### src/rtl/shift_deserializer.sv
// shift_deserializer: assembles WIDTH serial bits into a word with start/abort framing and a valid/ready output.
// Define SHIFT_DESERIALIZER_MSB_FIRST_EN for MSB-first bit order; LSB-first otherwise.
module shift_deserializer #(
    parameter int WIDTH = 16
) (
    input  logic             clk,
    input  logic             rst_n,
    input  logic             start,
    input  logic             sin,
    input  logic             sin_valid,
    output logic [WIDTH-1:0] word,
    output logic             word_valid,
    input  logic             word_ready,
    output logic             busy,
    output logic             overrun
);
    localparam int CW = $clog2(WIDTH) + 1;

    typedef enum logic [1:0] {IDLE, SHIFT, HOLD} state_t;

    state_t           state, state_nxt;
    logic [CW-1:0]    cnt, cnt_nxt;
    logic [WIDTH-1:0] sreg, sreg_nxt, shifted, word_nxt;
    logic             word_valid_nxt, overrun_nxt;

`ifdef SHIFT_DESERIALIZER_MSB_FIRST_EN
    assign shifted = {sreg[WIDTH-2:0], sin};
`else
    assign shifted = {sin, sreg[WIDTH-1:1]};
`endif

    always_comb begin
        state_nxt      = state;
        cnt_nxt        = cnt;
        sreg_nxt       = sreg;
        word_nxt       = word;
        word_valid_nxt = word_valid;
        overrun_nxt    = overrun;
        case (state)
            IDLE: begin
                if (start) begin
                    state_nxt = SHIFT;
                    cnt_nxt   = '0;
                    sreg_nxt  = '0;
                end
            end
            SHIFT: begin
                // start outranks a coinciding final bit: the frame restarts instead of completing
                if (start) begin
                    cnt_nxt  = '0;
                    sreg_nxt = '0;
                end else if (sin_valid) begin
                    sreg_nxt = shifted;
                    if (cnt == CW'(WIDTH - 1)) begin
                        word_nxt       = shifted;
                        word_valid_nxt = 1'b1;
                        state_nxt      = HOLD;
                    end else begin
                        cnt_nxt = cnt + CW'(1);
                    end
                end
            end
            HOLD: begin
                if (start) overrun_nxt = 1'b1;
                if (word_ready) begin
                    word_valid_nxt = 1'b0;
                    state_nxt      = IDLE;
                end
            end
            default: state_nxt = IDLE;
        endcase
    end

    always_ff @(posedge clk or negedge rst_n) begin
        if (!rst_n) begin
            state      <= IDLE;
            cnt        <= '0;
            sreg       <= '0;
            word       <= '0;
            word_valid <= 1'b0;
            overrun    <= 1'b0;
        end else begin
            state      <= state_nxt;
            cnt        <= cnt_nxt;
            sreg       <= sreg_nxt;
            word       <= word_nxt;
            word_valid <= word_valid_nxt;
            overrun    <= overrun_nxt;
        end
    end

    assign busy = (state == SHIFT);
endmodule

### config.mk
export PLATFORM = sky130hd
export DESIGN_NAME = shift_deserializer
export DESIGN_NICKNAME = d
export VERILOG_FILES = /design/src/rtl/shift_deserializer.sv
export SDC_FILE = /design/constraint.sdc
export NUM_CORES = 1
export LEC_CHECK = 0
export BUFFER_PORTS_ARGS = -buffer_cell sky130_fd_sc_hd__clkbuf_2
export CELL_PAD_IN_SITES_DETAIL_PLACEMENT = 2
export CELL_PAD_IN_SITES_GLOBAL_PLACEMENT = 2
export CORE_MARGIN = 2
export CORE_UTILIZATION = 37
export CTS_CLUSTER_DIAMETER = 80
export DETAILED_ROUTE_END_ITERATION = 6
export PLACE_DENSITY_LB_ADDON = 0.05
export SLEW_MARGIN = 25
export SYNTH_ARGS = -nofsm -noshare
export SYNTH_HDL_FRONTEND = slang
export SYNTH_SLANG_ARGS = --single-unit
### constraint.sdc
create_clock -name clk -period 2.1 [get_ports clk]
set_input_delay 0.21 -clock clk [delete_from_list [all_inputs] [get_ports clk]]
set_output_delay 0.21 -clock clk [all_outputs]
set_load 0.01 [all_outputs]
Word-level counts from Yosys, hierarchy flattened
Cells that the tools add are included.
{ "totals": {"word_cells": 47, "reg_bits": 41, "inputBits": 6} }
{ "classes": {"n_mux": 20, "addsub": 1, "n_reduce_logical": 9, "n_bitwise": 1, "eq_ne": 10} }
{ "ops": {"columns": ["op", "count"], "rows": [
  ["$mux 16", 3],
  ["$pmux 16 s2", 1],
  ["$mux 5", 4],
  ["$mux 2", 5],
  ["$pmux 5 s2", 1],
  ["$reduce_and 5->1", 2],
  ["$ne 2x2->1 const B", 4],
  ["$reduce_and 4->1", 2],
  ["$ne 3x3->1 const B", 2],
  ["$pmux 2 s3", 1],
  ["$add 5x1->5 const B", 1],
  ["$eq 5x4->1 const B", 1],
  ["$mux 1", 4],
  ["$reduce_bool 2->1", 2],
  ["$reduce_and 3->1", 1],
  ["$eq 2x1->1 const B", 1],
  ["$eq 2x2->1 const B", 1],
  ["$logic_not 2->1", 1],
  ["$ne 2x1->1 const B", 1],
  ["$pmux 1 s2", 1],
  ["$reduce_and 2->1", 1],
  ["$not 1->1", 1]
]} }

Depth between registers and ports, before layout
{ "depth": {"ltp_word": 5, "ltp_mapped": 7, "depth_no_buf": 6} }

Worst setup path after synthesis
OpenSTA, ideal clock, no wires.
{ "synth_timing": {"path_type": "register to register", "start": "reg cnt[0]", "end": "reg cnt[0]", "path_stages_with_launch": 7, "synth_period_minus_slack_ns": 1.889, "path_slack_ns": 0.211, "arrival_time_ns": 1.764, "required_ns": 1.975, "setup_ns": 0.125, "n_path_buf": 0, "path_cell_list": "dfrtp_1 ha_1 and3_1 ha_1 nand3b_1 a21oi_1 mux2_2"} }
{ "synth_via": {"elab_chain_cells": 5, "elab_cells_between_ends": 8, "classes_between": "add/sub: 1; eq/ne: 2; mux: 4; reduce/logical: 1"} }
{ "synth_rtl": {"columns": ["element", "line", "source"], "rows": [
  ["from (decl)", "22", "logic [CW-1:0] cnt, cnt_nxt;"],
  ["from (signal assigned)", "84", "cnt <= cnt_nxt;"],
  ["$add 5x1->5", "59", "cnt_nxt = cnt + CW'(1);"],
  ["$mux 5", "54", "if (cnt == CW'(WIDTH - 1)) begin"],
  ["$mux 5", "52", "end else if (sin_valid) begin"],
  ["$mux 5", "49", "if (start) begin"],
  ["$pmux 5 s2", "39", "case (state)"]
]} }
Several ways; a longest one is shown, not always the timed one. The select of a mux whose other input is x is not followed.
A chain may end at the register's enable or synchronous reset.

Worst setup path after layout
Same ends and word-level chain as after synthesis.

==> impl_results.md <==
- Status: completed
- Register area share after synthesis: 58.6%
- Nets@finish: 179
- Final WL: 3890 um
- Fin. max-slew vios: 0
- DP HPWL: 2750 um
- CP peak stage delay: 410 ps
- Post-synthesis cell area: 1710 um^2
- Crit start category: flop
- Syn nets: 147
- Switching pwr: 325 uW
- Syn_area_per_cell: 12.3 um^2
- Clock Power Share: 37.5%
- CTS Sinks: 40
- IO Count: 25
- CP delay by family, top: adder cells
- Final hold slack: 101 ps
- Gr usage total: 17.6%
- Worst Hold Class: in2reg
- Total core area: 4410 um^2
- Layout area overhead: 17.9%
- Slew margin rel.: 65.9%
- Starting Density: 38.7%
- Async S/R FF share, synth: 100%
- CP dominant cell by count: ha_1
- Achievable frequency: 511 MHz
- Global routing met3 resource utilization: 4.86%
- Iteration-0 DRC Markers: 19
- TritonRoute pass-1 iters: 3
- Setup CP Type: reg2reg
- Slowest CP cell: dfrtp_1
- Drt wl/cell: 17.4 um
- Crit path buf inv count: 0
- Antenna diodes: 0
- Max clock buf depth: 2
- Clock Latency Late Sink: 290 ps
- Most area-consuming cells after synthesis: dfrtp_1 (59%), mux2_2 (12%), mux2i_1 (4.7%)
- Hold Vio Cnt, Final: 0
- GP Congestion: 0.684
- Fill count: 470
- Synth cell types: 27
- Actual slew at the worst max-slew pin: 511 ps
- Crit end category: flop
- Die ar.: 5180 um^2
- Post-route DRC: 0
- Die height: 72.0 um
- Grt met2 use: 29.2%
- Post-CTS Setup Inserts: 0
- Final setup fails: 0
- Maxcap violations: 0
- Pleak: 0.00103 uW
- CTS root buf: clkbuf_8
- Initial antenna violation count: 0
- Final period utilization: 93.2%
- Flops & latches, synth: 40
- Vias per cell: 5.44
- Total negative setup slack: 0 ps
- Floorplan row count: 24
- Final min period: 1960 ps
- Synth warn: 0
- Layout cells sized above 1: 35.5%
- Cell taking the most area after synthesis: dfrtp_1
- First-pass GRT wire length: 6870 um
- Most used flip-flop cell after synthesis: dfrtp_1
- Met1 Use GR: 21.8%
- Cts bufs inserted: 5
- Vias in the first global route: 1,370
- EDFF count, synth: 0
- Total Power: 1400 uW
- Post-route ant nets: 0
- Crit Path Max Fanout: 4
- CTS clk-pin slew, worst paths: 70 ps
- PortBufs: 24
- Grt ovf: 0
- Detailed-route via count: 1,218
- Yosys top cell area share: 58.6%
- Gate Count Post-Synth: 139
- Die X: 72.0 um
- Worst Clk Skew: 3.37 ps
- RSZ-0062 raised after global routing: no
- PwrDens: 695 nW/um^2
- Pint: 1070 uW
- H-tree levels: 2
- CP Data Required Time: 2280 ps
- Crit path DAT: 2140 ps
- Synth cell count leaders: dfrtp_1 (40), mux2_2 (18), inv_1 (13)
- Most frequent cell after synthesis: dfrtp_1
- Largest net degree at the start of global routing: 41
- Flop pwr share: 56.7%
- CTS tree: built
- Comb pwr share: 5.8%
- GRT busiest layer: met2
- Switching part of the total: 23.3%
- Max VDD drop: 0.000456 V
- Cells along the critical path: ha_1 > and3_1 > ha_1 > nand3b_1 > a21oi_2 > mux2_2
-- logic make-up after synthesis --
family,Yosys count,share of synthesized area [%]
buf+inv,20,5.12
fa+ha+maj,2,1.46
compound gates,25,9.66
flops,40,58.6
simple gates,26,8.64
mux,26,16.5
-- power by group through the flow --
stage / Combinational (uW) / Clock, uW / Sequential (uW)
global placement: 77.4 / 0 / 807
finish: 81.3 / 525 / 793
CTS: 84.0 / 543 / 793
global route: 95.9 / 578 / 795
detailed placement: 82.4 / 0 / 809
floorplan: 43.2 / 0 / 805
-- metal layers --
metal / up-vias / part of all wire [%]
li1: 548 / -
met1: 637 / 40
met2: 22 / 54
met3: 11 / 3.6
met4: 0 / 2.3
met5: - / 0
-- registers in the layout, summed over array words and instances (netlist names) --
| signal | flops |
|---|---|
| word | 16 |
| sreg | 15 |
| cnt | 5 |
| state | 2 |
| overrun | 1 |
| word_valid | 1 |
-- layout by cell type, fill, tap and decap left out, drive strengths merged, types with 2 or more instances in the layout --
cell type / count
a21o: 2
a21oi: 4
buf: 7
clkbuf: 30
clkinv: 2
dfrtp: 40
ha: 2
inv: 13
mux2: 18
mux2i: 8
nand2: 10
nand3: 2
nor2: 5
nor2b: 2
o21ai: 9
o41ai: 7
or4: 2
-- metrics by stage --
stage | setup WS (ps) | utilization, % | instances | instance area, um^2
final | 144 | 45.6 | 224 | 2010
after global routing | 38.9 | 45.6 | 224 | 2010
after CTS | 26.3 | 45.5 | 224 | 2010
after detailed placement | 36.1 | 43.2 | 215 | 1910
after global placement | 140 | 43.2 | 215 | 1910
after floorplan | 211 | - | 139 | 1710
-- path summary, 6_finish.rpt --
path	startpoint	end	depth (start not counted)	slack [ps]
worst max-delay path	cnt[0]	cnt[0]	6	140
worst min-delay path	word_ready	word_valid	2	100
worst max register to register	cnt[0]	cnt[0]	6	140
worst min register to register	overrun	overrun	1	470
max in group asynchronous	rst_n	cnt[4]	3	1230
min in group asynchronous	rst_n	cnt[3]	3	510
-- area by class of cell --
| class | instances | area, um^2 | area share [%] |
|---|---|---|---|
| clock inverter | 2 | 10.0 | 0.497 |
| clock buffer | 6 | 82.6 | 4.10 |
| multi-input combinational | 79 | 624 | 31.0 |
| inverter | 13 | 48.8 | 2.42 |
| tap | 52 | 65.1 | 3.23 |
| timing repair buffer | 32 | 183 | 9.07 |
| sequential | 40 | 1000 | 49.7 |
-- what timing repair did --
action	CTS	global route
hold buffers	1	0
setup endpoints to repair	0	2
endpoints found under the hold margin	40	0
gates resized for setup	0	1
-- worst register-to-register path: stages (launching register included) --
cell	delay (ps)
dfrtp_1	410
ha_1	230
and3_1	180
ha_1	190
nand3b_1	190
a21oi_2	270
mux2_2	370
No activity file was read; power rests on OpenSTA's default activity.
